### src/rtl/instr_sequencer_pkg.sv
// rtl/instr_sequencer_pkg.sv - shared types, opcodes and decoded-control struct for the MIPS-lite sequencer
package definitions;

    typedef enum logic [1:0] {
        OR  = 2'b00,
        AND = 2'b01,
        ADD = 2'b10,
        SUB = 2'b11
    } op_code;

    typedef logic [31:0] Instruction;
    typedef logic [7:0]  ProgramCounter;

    typedef struct packed {
        logic [5:0] opcode;
        logic [4:0] rs;
        logic [4:0] rt;
        logic [4:0] rd;
        logic [4:0] shamt;
        logic [5:0] funct;
    } RType;

    typedef struct packed {
        logic [5:0]  opcode;
        logic [4:0]  rs;
        logic [4:0]  rt;
        logic [15:0] imm;
    } IType;

    typedef struct packed {
        logic [5:0]  opcode;
        logic [25:0] addr;
    } JType;

    typedef enum logic [2:0] {
        S_IDLE,
        S_FETCH,
        S_DECODE,
        S_EXEC,
        S_WB,
        S_HALTED
    } seq_state;

    localparam logic [5:0] OPC_RTYPE = 6'h00;
    localparam logic [5:0] OPC_J     = 6'h02;
    localparam logic [5:0] OPC_BEQ   = 6'h04;
    localparam logic [5:0] OPC_ADDI  = 6'h08;
    localparam logic [5:0] OPC_ANDI  = 6'h0C;
    localparam logic [5:0] OPC_ORI   = 6'h0D;
    localparam logic [5:0] OPC_HALT  = 6'h3F;

    localparam logic [5:0] FN_ADD = 6'h20;
    localparam logic [5:0] FN_SUB = 6'h22;
    localparam logic [5:0] FN_AND = 6'h24;
    localparam logic [5:0] FN_OR  = 6'h25;

    typedef struct packed {
        op_code alu_op;
        logic   b_sel;
        logic   sign_ext;
        logic   writes_rd;
        logic   writes_rt;
        logic   is_branch;
        logic   is_jump;
        logic   is_halt;
        logic   illegal;
    } ctrl_t;

endpackage

### src/rtl/instr_sequencer_decode.sv
// rtl/instr_sequencer_decode.sv - combinational instruction decode; BEQ decoded only when SEQ_BRANCH_EN is defined
module seq_decode
    import definitions::*;
(
    input  logic [31:0] instr,
    output ctrl_t       ctrl
);

    logic [5:0]  opcode;
    logic [5:0]  funct;
    logic [19:0] unused_fields;

    assign opcode        = instr[31:26];
    assign funct         = instr[5:0];
    assign unused_fields = instr[25:6];

    always_comb begin
        ctrl = '0;
        case (opcode)
            OPC_RTYPE: begin
                ctrl.writes_rd = 1'b1;
                case (funct)
                    FN_ADD:  ctrl.alu_op = ADD;
                    FN_SUB:  ctrl.alu_op = SUB;
                    FN_AND:  ctrl.alu_op = AND;
                    FN_OR:   ctrl.alu_op = OR;
                    default: begin
                        ctrl.writes_rd = 1'b0;
                        ctrl.illegal   = 1'b1;
                    end
                endcase
            end
            OPC_ADDI: begin
                ctrl.alu_op    = ADD;
                ctrl.b_sel     = 1'b1;
                ctrl.sign_ext  = 1'b1;
                ctrl.writes_rt = 1'b1;
            end
            OPC_ANDI: begin
                ctrl.alu_op    = AND;
                ctrl.b_sel     = 1'b1;
                ctrl.writes_rt = 1'b1;
            end
            OPC_ORI: begin
                ctrl.alu_op    = OR;
                ctrl.b_sel     = 1'b1;
                ctrl.writes_rt = 1'b1;
            end
`ifdef SEQ_BRANCH_EN
            OPC_BEQ: begin
                ctrl.alu_op    = SUB;
                ctrl.is_branch = 1'b1;
                ctrl.sign_ext  = 1'b1;
            end
`else
            OPC_BEQ: ctrl.illegal = 1'b1;
`endif
            OPC_J:    ctrl.is_jump = 1'b1;
            OPC_HALT: ctrl.is_halt = 1'b1;
            default:  ctrl.illegal = 1'b1;
        endcase
    end

endmodule

### src/rtl/instr_sequencer.sv
// rtl/instr_sequencer.sv - multi-cycle fetch/decode/exec/writeback sequencer; BEQ support via SEQ_BRANCH_EN
module instr_sequencer
    import definitions::*;
#(
    parameter ProgramCounter RESET_PC = 8'h00
) (
    input  logic        clk,
    input  logic        reset,
    input  logic        start,
    output logic        imem_req,
    output logic [7:0]  imem_addr,
    input  logic        imem_ack,
    input  logic [31:0] imem_rdata,
    output logic [4:0]  rf_raddr_a,
    output logic [4:0]  rf_raddr_b,
    output logic        rf_we,
    output logic [4:0]  rf_waddr,
    output logic [1:0]  alu_op,
    output logic        alu_b_sel,
    output logic [31:0] imm_ext,
    input  logic        alu_zero,
    output logic [7:0]  pc,
    output logic        busy,
    output logic        halted,
    output logic        illegal
);

    seq_state   state;
    Instruction ir;
    ctrl_t      ctrl;
    logic [4:0] dest;

    seq_decode u_decode (
        .instr (ir),
        .ctrl  (ctrl)
    );

    assign imem_addr = pc;
    assign alu_op    = ctrl.alu_op;
    assign alu_b_sel = ctrl.b_sel;
    assign imm_ext   = ctrl.sign_ext ? {{16{ir[15]}}, ir[15:0]} : {16'h0000, ir[15:0]};
    assign dest      = ctrl.writes_rd ? ir[15:11] : ir[20:16];

    always_ff @(posedge clk) begin
        if (reset) begin
            state      <= S_IDLE;
            pc         <= RESET_PC;
            ir         <= '0;
            imem_req   <= 1'b0;
            rf_raddr_a <= '0;
            rf_raddr_b <= '0;
            rf_we      <= 1'b0;
            rf_waddr   <= '0;
            busy       <= 1'b0;
            halted     <= 1'b0;
            illegal    <= 1'b0;
        end else begin
            case (state)
                S_IDLE, S_HALTED: begin
                    if (start) begin
                        state    <= S_FETCH;
                        pc       <= RESET_PC;
                        illegal  <= 1'b0;
                        imem_req <= 1'b1;
                        busy     <= 1'b1;
                        halted   <= 1'b0;
                    end
                end
                S_FETCH: begin
                    if (imem_ack) begin
                        ir       <= imem_rdata;
                        pc       <= pc + 8'd1;
                        imem_req <= 1'b0;
                        state    <= S_DECODE;
                    end
                end
                S_DECODE: begin
                    rf_raddr_a <= ir[25:21];
                    rf_raddr_b <= ir[20:16];
                    state      <= S_EXEC;
                end
                S_EXEC: begin
                    if (ctrl.illegal || ctrl.is_halt) begin
                        illegal <= illegal | ctrl.illegal;
                        halted  <= 1'b1;
                        busy    <= 1'b0;
                        state   <= S_HALTED;
                    end else if (ctrl.is_branch || ctrl.is_jump) begin
                        // pc already points past the branch, so the offset is relative to pc+1
                        if (ctrl.is_jump)
                            pc <= ir[7:0];
                        else if (alu_zero)
                            pc <= pc + ir[7:0];
                        imem_req <= 1'b1;
                        state    <= S_FETCH;
                    end else begin
                        rf_waddr <= dest;
                        rf_we    <= (dest != 5'd0);
                        state    <= S_WB;
                    end
                end
                S_WB: begin
                    rf_we    <= 1'b0;
                    imem_req <= 1'b1;
                    state    <= S_FETCH;
                end
                default: begin
                    state    <= S_IDLE;
                    imem_req <= 1'b0;
                    busy     <= 1'b0;
                    halted   <= 1'b0;
                end
            endcase
        end
    end

endmodule

### config.mk
export PLATFORM = sky130hd
export DESIGN_NAME = instr_sequencer
export DESIGN_NICKNAME = d
export VERILOG_FILES = /design/src/rtl/instr_sequencer_pkg.sv /design/src/rtl/instr_sequencer_decode.sv /design/src/rtl/instr_sequencer.sv
export SDC_FILE = /design/constraint.sdc
export NUM_CORES = 1
export LEC_CHECK = 0
export BUFFER_PORTS_ARGS = -buffer_cell sky130_fd_sc_hd__buf_4
export CAP_MARGIN = 20
export CORE_AREA = 3 3 94 96
export CTS_CLUSTER_SIZE = 24
export DETAILED_ROUTE_END_ITERATION = 16
export DIE_AREA = 0 0 97 99
export PLACE_DENSITY = 0.76
export SLEW_MARGIN = 5
export SYNTH_ARGS = -nofsm -noshare
export SYNTH_HDL_FRONTEND = slang
export SYNTH_HIERARCHICAL = 1
export SYNTH_SLANG_ARGS = --single-unit
### constraint.sdc
create_clock -name clk -period 3.35 [get_ports clk]
set_clock_uncertainty 0.15 [all_clocks]
set_input_delay 0.335 -clock clk [delete_from_list [all_inputs] [get_ports clk]]
set_output_delay 0.335 -clock clk [all_outputs]
set_load 0.02 [all_outputs]
==> impl_metrics.prom, run 1 <==
# TYPE chip_impl_metric gauge
chip_impl_metric{name="grt_start_max_net_pins",unit=""} 67
chip_impl_metric{name="grt_antenna_before_repair",unit=""} 0
chip_impl_metric{name="critical_path_arrival",unit="ns"} 3.13
chip_impl_metric{name="signed_area_change_from_the_synthesized_netlist_to_the_final_layout",unit="%"} 23.5
chip_impl_metric{name="ys_seq_area_share",unit="%"} 35.3
chip_impl_metric{name="io_pins",unit=""} 108
chip_impl_metric{name="min_period_over_period",unit="%"} 90.7
chip_impl_metric{name="drive_above_1_share",unit="%"} 27.9
chip_impl_metric{name="timing_hold_violations_final",unit=""} 0
chip_impl_metric{name="finalWeightedCongestion",unit=""} 0.980
chip_impl_metric{name="initialDrtViolationCount",unit=""} 181
chip_impl_metric{name="synthesis.yosys.warnings",unit=""} 6
chip_impl_metric{name="clk-insertion-delay-late",unit="ns"} 0.34
chip_impl_metric{name="globalRouteOverflowTotal",unit=""} 0
chip_impl_metric{name="htree_num_levels",unit=""} 3
chip_impl_info{name="worst_hold_path_type",value="in -> reg"} 1
chip_impl_metric{name="numClockSinks",unit=""} 63
chip_impl_metric{name="die_height",unit="µm"} 99
chip_impl_info{name="min-delay-start",value="imem_rdata[18]"} 1
chip_impl_metric{name="area_of_the_core",unit="µm²"} 8130
chip_impl_metric{name="drt_pre_antenna_iters",unit=""} 6
chip_impl_metric{name="ys_seq_elements",unit=""} 63
chip_impl_metric{name="asyncSetResetFlopFracSynth",unit="%"} 0
chip_impl_info{name="synth_top_flop_cell",value="sky130_fd_sc_hd__dfxtp_1"} 1
chip_impl_metric{name="die-area",unit="µm²"} 9600
chip_impl_metric{name="floorplan.die.width",unit="µm"} 97
chip_impl_info{name="reg2reg_from",value="ir[30]"} 1
chip_impl_metric{name="synth.cell_area",unit="µm²"} 3570
chip_impl_info{name="hold_end",value="ir[18]"} 1
chip_impl_metric{name="setup-violations-final",unit=""} 0
chip_impl_metric{name="clock.fmax",unit="GHz"} 0.329
chip_impl_info{name="critPathKind",value="reg -> reg"} 1
chip_impl_metric{name="setup-tns-final",unit="ns"} 0
chip_impl_metric{name="cts_hold_repair.buffers",unit=""} 0
chip_impl_metric{name="clkTransAtPathRegs",unit="ns"} 0.07
chip_impl_metric{name="maxCapViolations",unit=""} 0
chip_impl_metric{name="synth-edff-count",unit=""} 0
chip_impl_metric{name="maxSlewViolCount",unit=""} 0
chip_impl_metric{name="finalWorstPathRequiredPeriod",unit="ns"} 3.04
chip_impl_metric{name="routed_wirelength",unit="µm"} 9430
chip_impl_metric{name="rr_worst_depth",unit=""} 8
chip_impl_metric{name="cts_setup_buffers",unit=""} 0
chip_impl_metric{name="synth.avg_cell_area",unit="µm²"} 8.04
chip_impl_metric{name="hold_path_depth",unit=""} 3
chip_impl_metric{name="groute.usage.overall",unit="%"} 19.9
chip_impl_info{name="clock-root-buffer",value="sky130_fd_sc_hd__clkbuf_8"} 1
chip_impl_metric{name="hpwl",unit="µm"} 6780
chip_impl_metric{name="max-slew-margin-rel",unit="%"} 52.6
chip_impl_metric{name="grt_pass1_vias",unit=""} 3222
chip_impl_metric{name="cts.path.max_buffers",unit=""} 2
chip_impl_metric{name="drt_drc_violations_left",unit=""} 0
chip_impl_metric{name="diodes",unit=""} 0
chip_impl_metric{name="detail_route.wl_per_cell",unit="µm"} 15.4
chip_impl_metric{name="timing.critical_path.required",unit="ns"} 3.44
chip_impl_metric{name="nNetsFinal",unit=""} 550
chip_impl_metric{name="cp_max_fo",unit=""} 12
chip_impl_metric{name="post_synth_num_cell_types",unit=""} 61
chip_impl_info{name="run_status",value="complete, no violations"} 1
chip_impl_metric{name="port_buffers",unit=""} 107
chip_impl_metric{name="transition_time_of_the_tightest_slew_check_pin",unit="ns"} 0.711
chip_impl_info{name="critical_path.endpoint_type",value="register"} 1
chip_impl_metric{name="reg2reg_setup_slack",unit="ns"} 0.31
chip_impl_info{name="worstReg2RegEnd",value="imem_addr[2]"} 1
chip_impl_metric{name="vias",unit=""} 3321
chip_impl_info{name="grt_setup_unrepaired",value="false"} 1
chip_impl_metric{name="number_of_placement_rows",unit=""} 33
chip_impl_metric{name="grt_pass1_wl",unit="µm"} 15600
chip_impl_info{name="critPathLaunchType",value="register"} 1
chip_impl_metric{name="cts.repair.resized",unit=""} 0
chip_impl_metric{name="synth.net_count",unit=""} 490
chip_impl_metric{name="initial_core_utilization",unit="%"} 43.9
chip_impl_metric{name="peakVddDrop",unit="V"} 0.000292
chip_impl_metric{name="power_density",unit="nW/µm²"} 521
chip_impl_info{name="tritoncts",value="done"} 1
chip_impl_metric{name="detail_route.vias_per_cell",unit=""} 5.41
chip_impl_metric{name="post_detailed_route_count_of_antenna_violating_nets",unit=""} 0
chip_impl_info{name="critPathLaunch",value="ir[30]"} 1
chip_impl_metric{name="numCtsBuffers",unit=""} 9
chip_impl_metric{name="static-leakage-power",unit="µW"} 0.00181
chip_impl_metric{name="layout.core_utilization",unit="%"} 54.2
chip_impl_metric{name="synth_cells",unit=""} 444
worst max path at each step:
stage / end / slack [ns] / cells after the start
after floorplan: imem_addr[2] / 0.72 / 9
after global placement: imem_addr[2] / 0.50 / 8
after detailed placement: imem_addr[2] / 0.36 / 8
after CTS: imem_addr[2] / 0.34 / 8
after global routing: imem_addr[0] / 0.1 / 8
final: imem_addr[2] / 0.31 / 8
synth_stat cells, types with 2 or more instances:
cell type                  instances  area [µm²]
sky130_fd_sc_hd__nor2b_1           7        43.8
sky130_fd_sc_hd__and2_1            2        12.5
sky130_fd_sc_hd__a221oi_1          2        17.5
sky130_fd_sc_hd__o22ai_1           4        25.0
sky130_fd_sc_hd__nor4_1            3        18.8
sky130_fd_sc_hd__buf_4            42         315
sky130_fd_sc_hd__nand2_1          77         289
sky130_fd_sc_hd__a311oi_1          2        17.5
sky130_fd_sc_hd__mux2i_1          19         190
sky130_fd_sc_hd__a211oi_1         11        82.6
sky130_fd_sc_hd__a211o_1           2        17.5
sky130_fd_sc_hd__nand2b_1          6        37.5
sky130_fd_sc_hd__and3_1            5        31.3
sky130_fd_sc_hd__o21a_1            2        15.0
sky130_fd_sc_hd__inv_1             6        22.5
sky130_fd_sc_hd__o211ai_1          6        45.0
sky130_fd_sc_hd__nor2_1           37         139
sky130_fd_sc_hd__ha_1              8         100
sky130_fd_sc_hd__dfxtp_1          63        1260
sky130_fd_sc_hd__a41oi_1           2        17.5
sky130_fd_sc_hd__buf_6             2        22.5
sky130_fd_sc_hd__buf_2             4        20.0
sky130_fd_sc_hd__clkbuf_1         14        52.6
sky130_fd_sc_hd__or4_4             2        22.5
sky130_fd_sc_hd__nor3b_1           3        22.5
sky130_fd_sc_hd__buf_1             3        11.3
sky130_fd_sc_hd__xnor2_1           7        61.3
sky130_fd_sc_hd__nor3_1            6        30.0
sky130_fd_sc_hd__a21o_1            2        15.0
sky130_fd_sc_hd__o31ai_1           4        30.0
sky130_fd_sc_hd__nand3_1          10        50.1
sky130_fd_sc_hd__o21ai_0          10        50.1
sky130_fd_sc_hd__a21oi_1          43         215
metrics by stage:
step / hold slack [ns] / total power (µW) / std cells / area, µm² / setup slack, ns
final: 0.0841 / 2300 / 614 / 4410 / 0.310
after global placement: 0.293 / 1460 / 598 / 4150 / 0.499
after detailed placement: 0.299 / 1470 / 598 / 4150 / 0.355
after global routing: 0.0789 / 2420 / 614 / 4410 / 0.0987
after CTS: 0.0699 / 2320 / 614 / 4410 / 0.339
after floorplan: 0.286 / 1320 / 444 / 3570 / 0.718
cell usage in the layout, fill, tap and decap left out, types with 3 or more instances in the layout:
cell                          n
sky130_fd_sc_hd__and3_1       5
sky130_fd_sc_hd__a211oi_1    11
sky130_fd_sc_hd__inv_1        6
sky130_fd_sc_hd__a21oi_1     43
sky130_fd_sc_hd__ha_1         8
sky130_fd_sc_hd__mux2i_1     19
sky130_fd_sc_hd__nand2b_1     6
sky130_fd_sc_hd__nor2b_1      7
sky130_fd_sc_hd__nor3b_1      3
sky130_fd_sc_hd__bufinv_16    3
sky130_fd_sc_hd__dfxtp_1     63
sky130_fd_sc_hd__nand2_1     77
sky130_fd_sc_hd__o22ai_1      4
sky130_fd_sc_hd__nor3_1       6
sky130_fd_sc_hd__nand3_1     10
sky130_fd_sc_hd__xnor2_1      7
sky130_fd_sc_hd__buf_4      113
sky130_fd_sc_hd__clkbuf_8    11
sky130_fd_sc_hd__o21ai_0     10
sky130_fd_sc_hd__o211ai_1     6
sky130_fd_sc_hd__o31ai_1      4
sky130_fd_sc_hd__nor2_1      37
kinds of logic after synthesis:
group           after synthesis  share of synthesized area [%]
buf+inv                      71                           12.4
flops                        63                           35.3
xor+xnor                      8                           1.96
fa+ha+maj                     9                           3.37
compound gates              105                           19.4
simple gates                167                           21.7
other cells                   1                          0.105
mux                          20                           5.65
per-layer routing:
layer,vias to the layer above,global-route usage [%],share of wire [%]
met2,132,32.3,47
met4,0,8.53,2.4
met1,1536,24.9,44
met5,-,0,0
li1,1633,-,-
met3,20,5.31,7.3
power breakdown:
group          leakage [µW]  switching, µW  internal [µW]
clock network      0.000130            305            535
logic               0.00117            331            238
registers          0.000511           82.5            805
total               0.00181            719           1580
sequential cells by signal, summed over array words and instances, names as in the netlist, 3 cells and up:
register / flops
rf_raddr_b: 5
rf_waddr: 5
state: 3
rf_raddr_a: 5
imem_addr: 8
ir: 32
worst max-delay path: stages, from the launching register on:
cell                       delay (ns)
sky130_fd_sc_hd__dfxtp_1         0.36
sky130_fd_sc_hd__or4_4           0.56
sky130_fd_sc_hd__nor4_2          0.35
sky130_fd_sc_hd__a211oi_1        0.13
sky130_fd_sc_hd__or2_2           0.34
sky130_fd_sc_hd__nor2_1          0.20
sky130_fd_sc_hd__o211a_1         0.49
sky130_fd_sc_hd__o21ai_1         0.13
sky130_fd_sc_hd__a32o_1          0.22
area by class of cell:
cell class                 instances  area (µm²)
clock buffer                      11         151
clock inverter                     5         104
fill                             759        3730
inverter                           6        22.5
multi-input combinational        310        1870
sequential                        63        1260
tap                              105         131
timing repair buffer             114         868
No activity file was read; power rests on OpenSTA's default activity.
==> run 2, diff against run 1 <==
ABC_AREA = 1   (was default)
CORE_AREA = 3 3 93 95   (was 3 3 94 96)
DIE_AREA = 0 0 96 98   (was 0 0 97 99)
PLACE_DENSITY = 0.77   (was 0.76)
TNS_END_PERCENT = 1   (was default)
==> impl_metrics.prom, run 2 <==
# TYPE chip_impl_metric gauge
chip_impl_metric{name="seq_area",unit="µm²"} 1260
chip_impl_metric{name="clkTransAtPathRegs",unit="ns"} 0.07
chip_impl_metric{name="static-leakage-power",unit="µW"} 0.00217
chip_impl_info{name="netlist_top_cells_area",value="sky130_fd_sc_hd__dfxtp_1 36%, sky130_fd_sc_hd__nor2_1 11%, sky130_fd_sc_hd__nand2_1 9.3%"} 1
chip_impl_metric{name="ys_seq_elements",unit=""} 63
chip_impl_metric{name="final.fill_count",unit=""} 756
chip_impl_metric{name="asyncSetResetFlopFracSynth",unit="%"} 0
chip_impl_metric{name="timing_hold_violations_final",unit=""} 0
chip_impl_info{name="critical_path_top_delay_cell",value="sky130_fd_sc_hd__dfxtp_1"} 1
chip_impl_metric{name="post_detailed_route_count_of_antenna_violating_nets",unit=""} 0
chip_impl_metric{name="grt_start_max_net_pins",unit=""} 45
chip_impl_metric{name="reg2reg_setup_slack",unit="ns"} 0.99
chip_impl_metric{name="area_of_the_core",unit="µm²"} 7810
chip_impl_metric{name="finalWorstPathRequiredPeriod",unit="ns"} 2.36
chip_impl_metric{name="grt_pass1_wl",unit="µm"} 15500
chip_impl_info{name="critPathLaunchType",value="register"} 1
chip_impl_info{name="critical_path.endpoint_type",value="register"} 1
chip_impl_metric{name="largest_register_ff_count",unit=""} 32
chip_impl_metric{name="floorplan.die.width",unit="µm"} 96
chip_impl_metric{name="maxCapViolations",unit=""} 0
chip_impl_metric{name="timing.critical_path.buf_inv",unit=""} 1
chip_impl_info{name="worst_path_most_repeated_cell",value="sky130_fd_sc_hd__nor2_1"} 1
chip_impl_metric{name="global_route.usage.met1",unit="%"} 27.2
chip_impl_metric{name="htree_num_levels",unit=""} 3
chip_impl_metric{name="initialDrtViolationCount",unit=""} 194
chip_impl_metric{name="cts_setup_buffers",unit=""} 0
chip_impl_metric{name="power_density",unit="nW/µm²"} 764
chip_impl_metric{name="numCtsBuffers",unit=""} 9
chip_impl_metric{name="setup-tns-final",unit="ns"} 0
chip_impl_metric{name="cts.repair.resized",unit=""} 0
chip_impl_metric{name="hpwl",unit="µm"} 6930
chip_impl_metric{name="finalWeightedCongestion",unit=""} 0.861
chip_impl_metric{name="number_of_placement_rows",unit=""} 32
chip_impl_metric{name="grt_antenna_before_repair",unit=""} 0
chip_impl_info{name="worst_hold_path_type",value="in -> reg"} 1
chip_impl_info{name="final_common_cell",value="sky130_fd_sc_hd__buf_4"} 1
chip_impl_metric{name="clk-insertion-delay-late",unit="ns"} 0.34
chip_impl_metric{name="synth.cell_area",unit="µm²"} 3550
chip_impl_metric{name="synth-edff-count",unit=""} 0
chip_impl_info{name="top_register",value="ir"} 1
chip_impl_info{name="mostFrequentLayoutCells",value="108 x sky130_fd_sc_hd__buf_4, 100 x sky130_fd_sc_hd__nor2_1, 88 x sky130_fd_sc_hd__nand2_1"} 1
chip_impl_metric{name="detail_route.vias_per_cell",unit=""} 5.02
chip_impl_info{name="cp_top_family",value="simple AND/OR/NAND/NOR gates"} 1
chip_impl_metric{name="maxSlewViolCount",unit=""} 0
chip_impl_metric{name="synthDominantCellAreaShare",unit="%"} 35.5
chip_impl_metric{name="detail_route.wl_per_cell",unit="µm"} 13.3
chip_impl_info{name="grt_setup_unrepaired",value="false"} 1
chip_impl_metric{name="groute.usage.overall",unit="%"} 20.6
chip_impl_metric{name="drt_pre_antenna_iters",unit=""} 5
chip_impl_metric{name="met3_usage",unit="%"} 5.70
chip_impl_metric{name="post_synth_num_cell_types",unit=""} 32
chip_impl_metric{name="vias",unit=""} 3515
chip_impl_metric{name="cp_max_fo",unit=""} 11
chip_impl_info{name="post-synth-top-area-cell",value="sky130_fd_sc_hd__dfxtp_1"} 1
chip_impl_metric{name="die-area",unit="µm²"} 9410
chip_impl_metric{name="globalRouteOverflowTotal",unit=""} 0
chip_impl_metric{name="clock.fmax",unit="GHz"} 0.423
chip_impl_metric{name="port_buffers",unit=""} 107
chip_impl_metric{name="cts_hold_repair.buffers",unit=""} 0
chip_impl_metric{name="numClockSinks",unit=""} 63
chip_impl_metric{name="grt_pass1_vias",unit=""} 3291
chip_impl_metric{name="routed_wirelength",unit="µm"} 9340
chip_impl_metric{name="groute.layer.met2.usage",unit="%"} 32.7
chip_impl_metric{name="diodes",unit=""} 0
chip_impl_metric{name="initial_core_utilization",unit="%"} 45.4
chip_impl_info{name="gr-max-usage-layer",value="met2"} 1
chip_impl_info{name="clock-root-buffer",value="sky130_fd_sc_hd__clkbuf_8"} 1
chip_impl_metric{name="synth_cells",unit=""} 528
chip_impl_metric{name="signed_area_change_from_the_synthesized_netlist_to_the_final_layout",unit="%"} 23.2
chip_impl_metric{name="drt_drc_violations_left",unit=""} 0
chip_impl_info{name="run_status",value="complete, no violations"} 1
chip_impl_metric{name="synth.net_count",unit=""} 574
chip_impl_metric{name="drive_above_1_share",unit="%"} 24.7
chip_impl_metric{name="synth.avg_cell_area",unit="µm²"} 6.72
chip_impl_info{name="synth.top_cells.by_count",value="100 x sky130_fd_sc_hd__nor2_1, 88 x sky130_fd_sc_hd__nand2_1, 63 x sky130_fd_sc_hd__dfxtp_1"} 1
chip_impl_metric{name="ys_seq_area_share",unit="%"} 35.5
chip_impl_metric{name="timing.critical_path.required",unit="ns"} 3.43
chip_impl_metric{name="layout.core_utilization",unit="%"} 56.0
chip_impl_info{name="critPathKind",value="reg -> reg"} 1
chip_impl_metric{name="die_height",unit="µm"} 98
chip_impl_metric{name="synthesis.yosys.warnings",unit=""} 6
chip_impl_metric{name="multi_input_comb_area",unit="µm²"} 1720
chip_impl_info{name="synth_most_common_cell",value="sky130_fd_sc_hd__nor2_1"} 1
chip_impl_metric{name="nNetsFinal",unit=""} 639
chip_impl_metric{name="cts.path.max_buffers",unit=""} 2
chip_impl_info{name="synth_top_flop_cell",value="sky130_fd_sc_hd__dfxtp_1"} 1
chip_impl_metric{name="io_pins",unit=""} 108
chip_impl_metric{name="peakVddDrop",unit="V"} 0.000440
chip_impl_info{name="cell_by_cell_trace_of_the_critical_path",value="or2_1, nor2_1, nand2_2, nand2_2, nor2_1, nor2_1, nand3_1, nor2_4, inv_1, a211oi_2, a21oi_1"} 1
chip_impl_info{name="tritoncts",value="done"} 1
chip_impl_metric{name="min_period_over_period",unit="%"} 70.6
chip_impl_metric{name="setup-violations-final",unit=""} 0
chip_impl_metric{name="critical_path_arrival",unit="ns"} 2.44
chip_impl_metric{name="worst_path_largest_cell_delay",unit="ns"} 0.38
run 2: per-layer routing:
| metal | routed length [µm] | part of all wire (%) |
|---|---|---|
| met1 | 4010 | 43 |
| met2 | 4520 | 48 |
| met3 | 703 | 7.5 |
| met4 | 104 | 1.1 |
| met5 | 0 | 0 |
run 2: logic make-up after synthesis:
family	share of synthesized area (%)
AND/OR/NAND/NOR	28.5
AO/OA/AOI/OAI	16.1
buffers and inverters	15.9
flip-flops	35.5
adder cells (fa/ha/maj)	3.39
XOR/XNOR	0.494
other	0.106
run 2: worst min-delay path, delay by kind of cell:
family | cells | cell delay, ns
simple gates | 2 | 0.11
buf+inv | 1 | 0.08
run 2: path summary, 6_finish.rpt:
path / start / end / cells past startpoint
min: imem_rdata[21] / ir[21] / 3
max: ir[2] / rf_we / 11
min reg2reg: illegal / illegal / 2
max reg2reg: ir[2] / rf_we / 11
run 2: layout make-up:
| class | instances | area share, % |
|---|---|---|
| clock buffer | 9 | 2.83 |
| clock inverter | 7 | 1.66 |
| inverter | 52 | 4.47 |
| multi-input combinational | 357 | 39.5 |
| sequential | 63 | 28.9 |
| tap | 102 | 2.92 |
| timing repair buffer | 110 | 19.8 |
run 2: power by group:
part	total, µW	internal (µW)	switching, µW
Clock	655	344	311
Sequential	1120	930	191
Combinational	1560	582	979
Total	3340	1860	1480
run 2: per-stage QoR:
stage / cell area, µm² / total power (µW) / hold slack (ns) / setup slack (ns) / cells
final: 4370 / 3340 / 0.0666 / 0.985 / 700
after global routing: 4370 / 3610 / 0.0589 / 0.714 / 700
after CTS: 4320 / 3330 / 0.0566 / 0.981 / 698
after detailed placement: 4120 / 2660 / 0.294 / 1.00 / 682
after global placement: 4120 / 2630 / 0.292 / 1.07 / 682
after floorplan: 3550 / 2270 / 0.287 / 1.40 / 528
==> run 3, diff against run 2 <==
PLACE_DENSITY = 0.8   (was 0.77)
clock period = 2.1 ns   (was 3.35 ns; I/O delays follow)
==> impl_metrics.prom, run 3 (synthesis gave the netlist of run 2 again) <==
# TYPE chip_impl_metric gauge
chip_impl_info{name="run_status",value="complete, no violations"} 1
chip_impl_metric{name="clkTransAtPathRegs",unit="ns"} 0.07
chip_impl_metric{name="reg2reg_setup_slack",unit="ns"} 0.14
chip_impl_metric{name="detail_route.vias_per_cell",unit=""} 4.95
chip_impl_metric{name="area_of_the_core",unit="µm²"} 7810
chip_impl_metric{name="finalWorstPathRequiredPeriod",unit="ns"} 1.96
chip_impl_metric{name="placed_cell_area",unit="µm²"} 4270
chip_impl_metric{name="die-area",unit="µm²"} 9410
chip_impl_metric{name="hold-worst-slack",unit="ns"} 0.0102
chip_impl_metric{name="detail_route.wl_per_cell",unit="µm"} 13.4
chip_impl_metric{name="critical_path_arrival",unit="ns"} 1.60
chip_impl_info{name="critPathKind",value="reg -> out"} 1
chip_impl_metric{name="setup_slack_placement",unit="ns"} 0.0782
chip_impl_metric{name="diodes",unit=""} 0
chip_impl_info{name="tritoncts",value="done"} 1
chip_impl_metric{name="drt_drc_violations_left",unit=""} 0
chip_impl_metric{name="vias",unit=""} 3665
chip_impl_info{name="critical_path.endpoint_type",value="output pin"} 1
chip_impl_metric{name="setup-tns-final",unit="ns"} 0
chip_impl_metric{name="routed_wirelength",unit="µm"} 9900
chip_impl_info{name="top_register",value="ir"} 1
chip_impl_metric{name="initial_core_utilization",unit="%"} 45.4
chip_impl_metric{name="drt_pre_antenna_iters",unit=""} 5
chip_impl_metric{name="grt_start_max_net_pins",unit=""} 33
chip_impl_metric{name="largest_register_ff_count",unit=""} 32
chip_impl_info{name="worst_hold_path_type",value="in -> reg"} 1
chip_impl_metric{name="io_pins",unit=""} 108
chip_impl_metric{name="post_detailed_route_count_of_antenna_violating_nets",unit=""} 0
chip_impl_metric{name="signed_area_change_from_the_synthesized_netlist_to_the_final_layout",unit="%"} 33.3
chip_impl_metric{name="numClockSinks",unit=""} 63
chip_impl_metric{name="peakVddDrop",unit="V"} 0.000581
chip_impl_metric{name="cts_setup_buffers",unit=""} 0
chip_impl_metric{name="finalWorstSetupSlack",unit="ns"} 0.137
chip_impl_info{name="grt_setup_unrepaired",value="true"} 1
chip_impl_metric{name="nNetsFinal",unit=""} 681
chip_impl_metric{name="final_design_area_no_fill",unit="µm²"} 4730
chip_impl_metric{name="grt_pass1_vias",unit=""} 3340
chip_impl_metric{name="cts.path.max_buffers",unit=""} 2
chip_impl_metric{name="clk-insertion-delay-late",unit="ns"} 0.34
chip_impl_metric{name="grt_pass1_wl",unit="µm"} 16100
chip_impl_metric{name="timing_hold_violations_final",unit=""} 0
chip_impl_metric{name="min_period_over_period",unit="%"} 93.5
chip_impl_metric{name="floorplan.die.width",unit="µm"} 96
chip_impl_info{name="critPathLaunchType",value="register"} 1
chip_impl_metric{name="cp_max_fo",unit=""} 16
chip_impl_info{name="final_common_cell",value="sky130_fd_sc_hd__buf_4"} 1
chip_impl_metric{name="timing.critical_path.required",unit="ns"} 1.74
chip_impl_metric{name="drive_above_1_share",unit="%"} 27.4
chip_impl_metric{name="globalRouteOverflowTotal",unit=""} 0
chip_impl_metric{name="initialDrtViolationCount",unit=""} 221
chip_impl_metric{name="htree_num_levels",unit=""} 3
chip_impl_metric{name="grt_antenna_before_repair",unit=""} 0
chip_impl_metric{name="setup-violations-final",unit=""} 0
chip_impl_metric{name="port_buffers",unit=""} 107
chip_impl_metric{name="clock.fmax",unit="GHz"} 0.510
chip_impl_metric{name="finalWeightedCongestion",unit=""} 0.867
chip_impl_metric{name="power_density",unit="nW/µm²"} 1150
chip_impl_metric{name="die_height",unit="µm"} 98
chip_impl_metric{name="final.fill_count",unit=""} 699
chip_impl_metric{name="instances_no_fill",unit=""} 741
chip_impl_metric{name="maxSlewViolCount",unit=""} 0
chip_impl_info{name="mostFrequentLayoutCells",value="126 x sky130_fd_sc_hd__buf_4, 96 x sky130_fd_sc_hd__nor2_1, 88 x sky130_fd_sc_hd__nand2_1"} 1
chip_impl_metric{name="maxCapViolations",unit=""} 0
chip_impl_metric{name="placed_cells",unit=""} 701
chip_impl_metric{name="groute.usage.overall",unit="%"} 21.5
chip_impl_info{name="clock-root-buffer",value="sky130_fd_sc_hd__clkbuf_8"} 1
chip_impl_metric{name="static-leakage-power",unit="µW"} 0.00235
chip_impl_metric{name="number_of_placement_rows",unit=""} 32
chip_impl_metric{name="numCtsBuffers",unit=""} 9
chip_impl_metric{name="hpwl",unit="µm"} 7100
-- run 3: cell count changes in the layout (fill, tap and decap cells not counted), moves of 3 or more --
cell and change:
sky130_fd_sc_hd__dlygate4sd3_1 +25, sky130_fd_sc_hd__dfxtp_1 -3, sky130_fd_sc_hd__nor2_1 -4, sky130_fd_sc_hd__dfxtp_2 +3
sky130_fd_sc_hd__buf_4 +18
-- run 3: critical path, cell delays in order (launching register included) --
cell and delay (ns):
sky130_fd_sc_hd__dfxtp_1 0.35, sky130_fd_sc_hd__nor2_4 0.17, sky130_fd_sc_hd__nand3_1 0.13, sky130_fd_sc_hd__nor2_1 0.13
sky130_fd_sc_hd__nand2_1 0.10, sky130_fd_sc_hd__clkinvlp_4 0.20, sky130_fd_sc_hd__buf_4 0.18
-- run 3: per-layer routing --
layer | part of all wire, % | vias up | GRT usage, %
met5 | 0 | - | 0
li1 | - | 1854 | -
met4 | 2.2 | 0 | 8.21
met1 | 42 | 1665 | 27.7
met3 | 5.9 | 19 | 3.78
met2 | 50 | 127 | 35.2
-- run 3: area by class of cell --
type | instances | area [µm²] | share of cell area, %
Clock buffer | 11 | 141 | 2.99
Clock inverter | 4 | 22.5 | 0.476
Inverter | 52 | 199 | 4.21
Multi-Input combinational cell | 357 | 1760 | 37.2
Sequential cell | 63 | 1260 | 26.7
Tap cell | 102 | 128 | 2.70
Timing Repair Buffer | 152 | 1220 | 25.7
-- run 3: timing repair --
item,in CTS,in global routing
pin swaps,0,0
resized for setup,1,13
setup endpoints to repair,16,16
hold endpoints to repair,25,0
hold buffers,25,0
gates cloned,0,0
-- run 3: final timing paths --
kind	depth (start not counted)	end	startpoint
worst max-delay path	6	imm_ext[28]	ir[31]
worst min-delay path	3	ir[18]	imem_rdata[18]
worst max register to register	9	imem_addr[2]	ir[0]
worst min register to register	2	illegal	illegal
-- run 3: through the flow --
step / util (%) / total power (µW)
finish: 60.6 / 5450
global route: 60.6 / 5860
CTS: 60.1 / 5380
detailed placement: 54.7 / 4420
global placement: 54.7 / 4340
floorplan: - / 3630
-- run 3: report_power, final --
part	switching, µW	internal (µW)
Clock	472	448
Sequential	217	1490
Combinational	1740	1080
Total	2430	3020
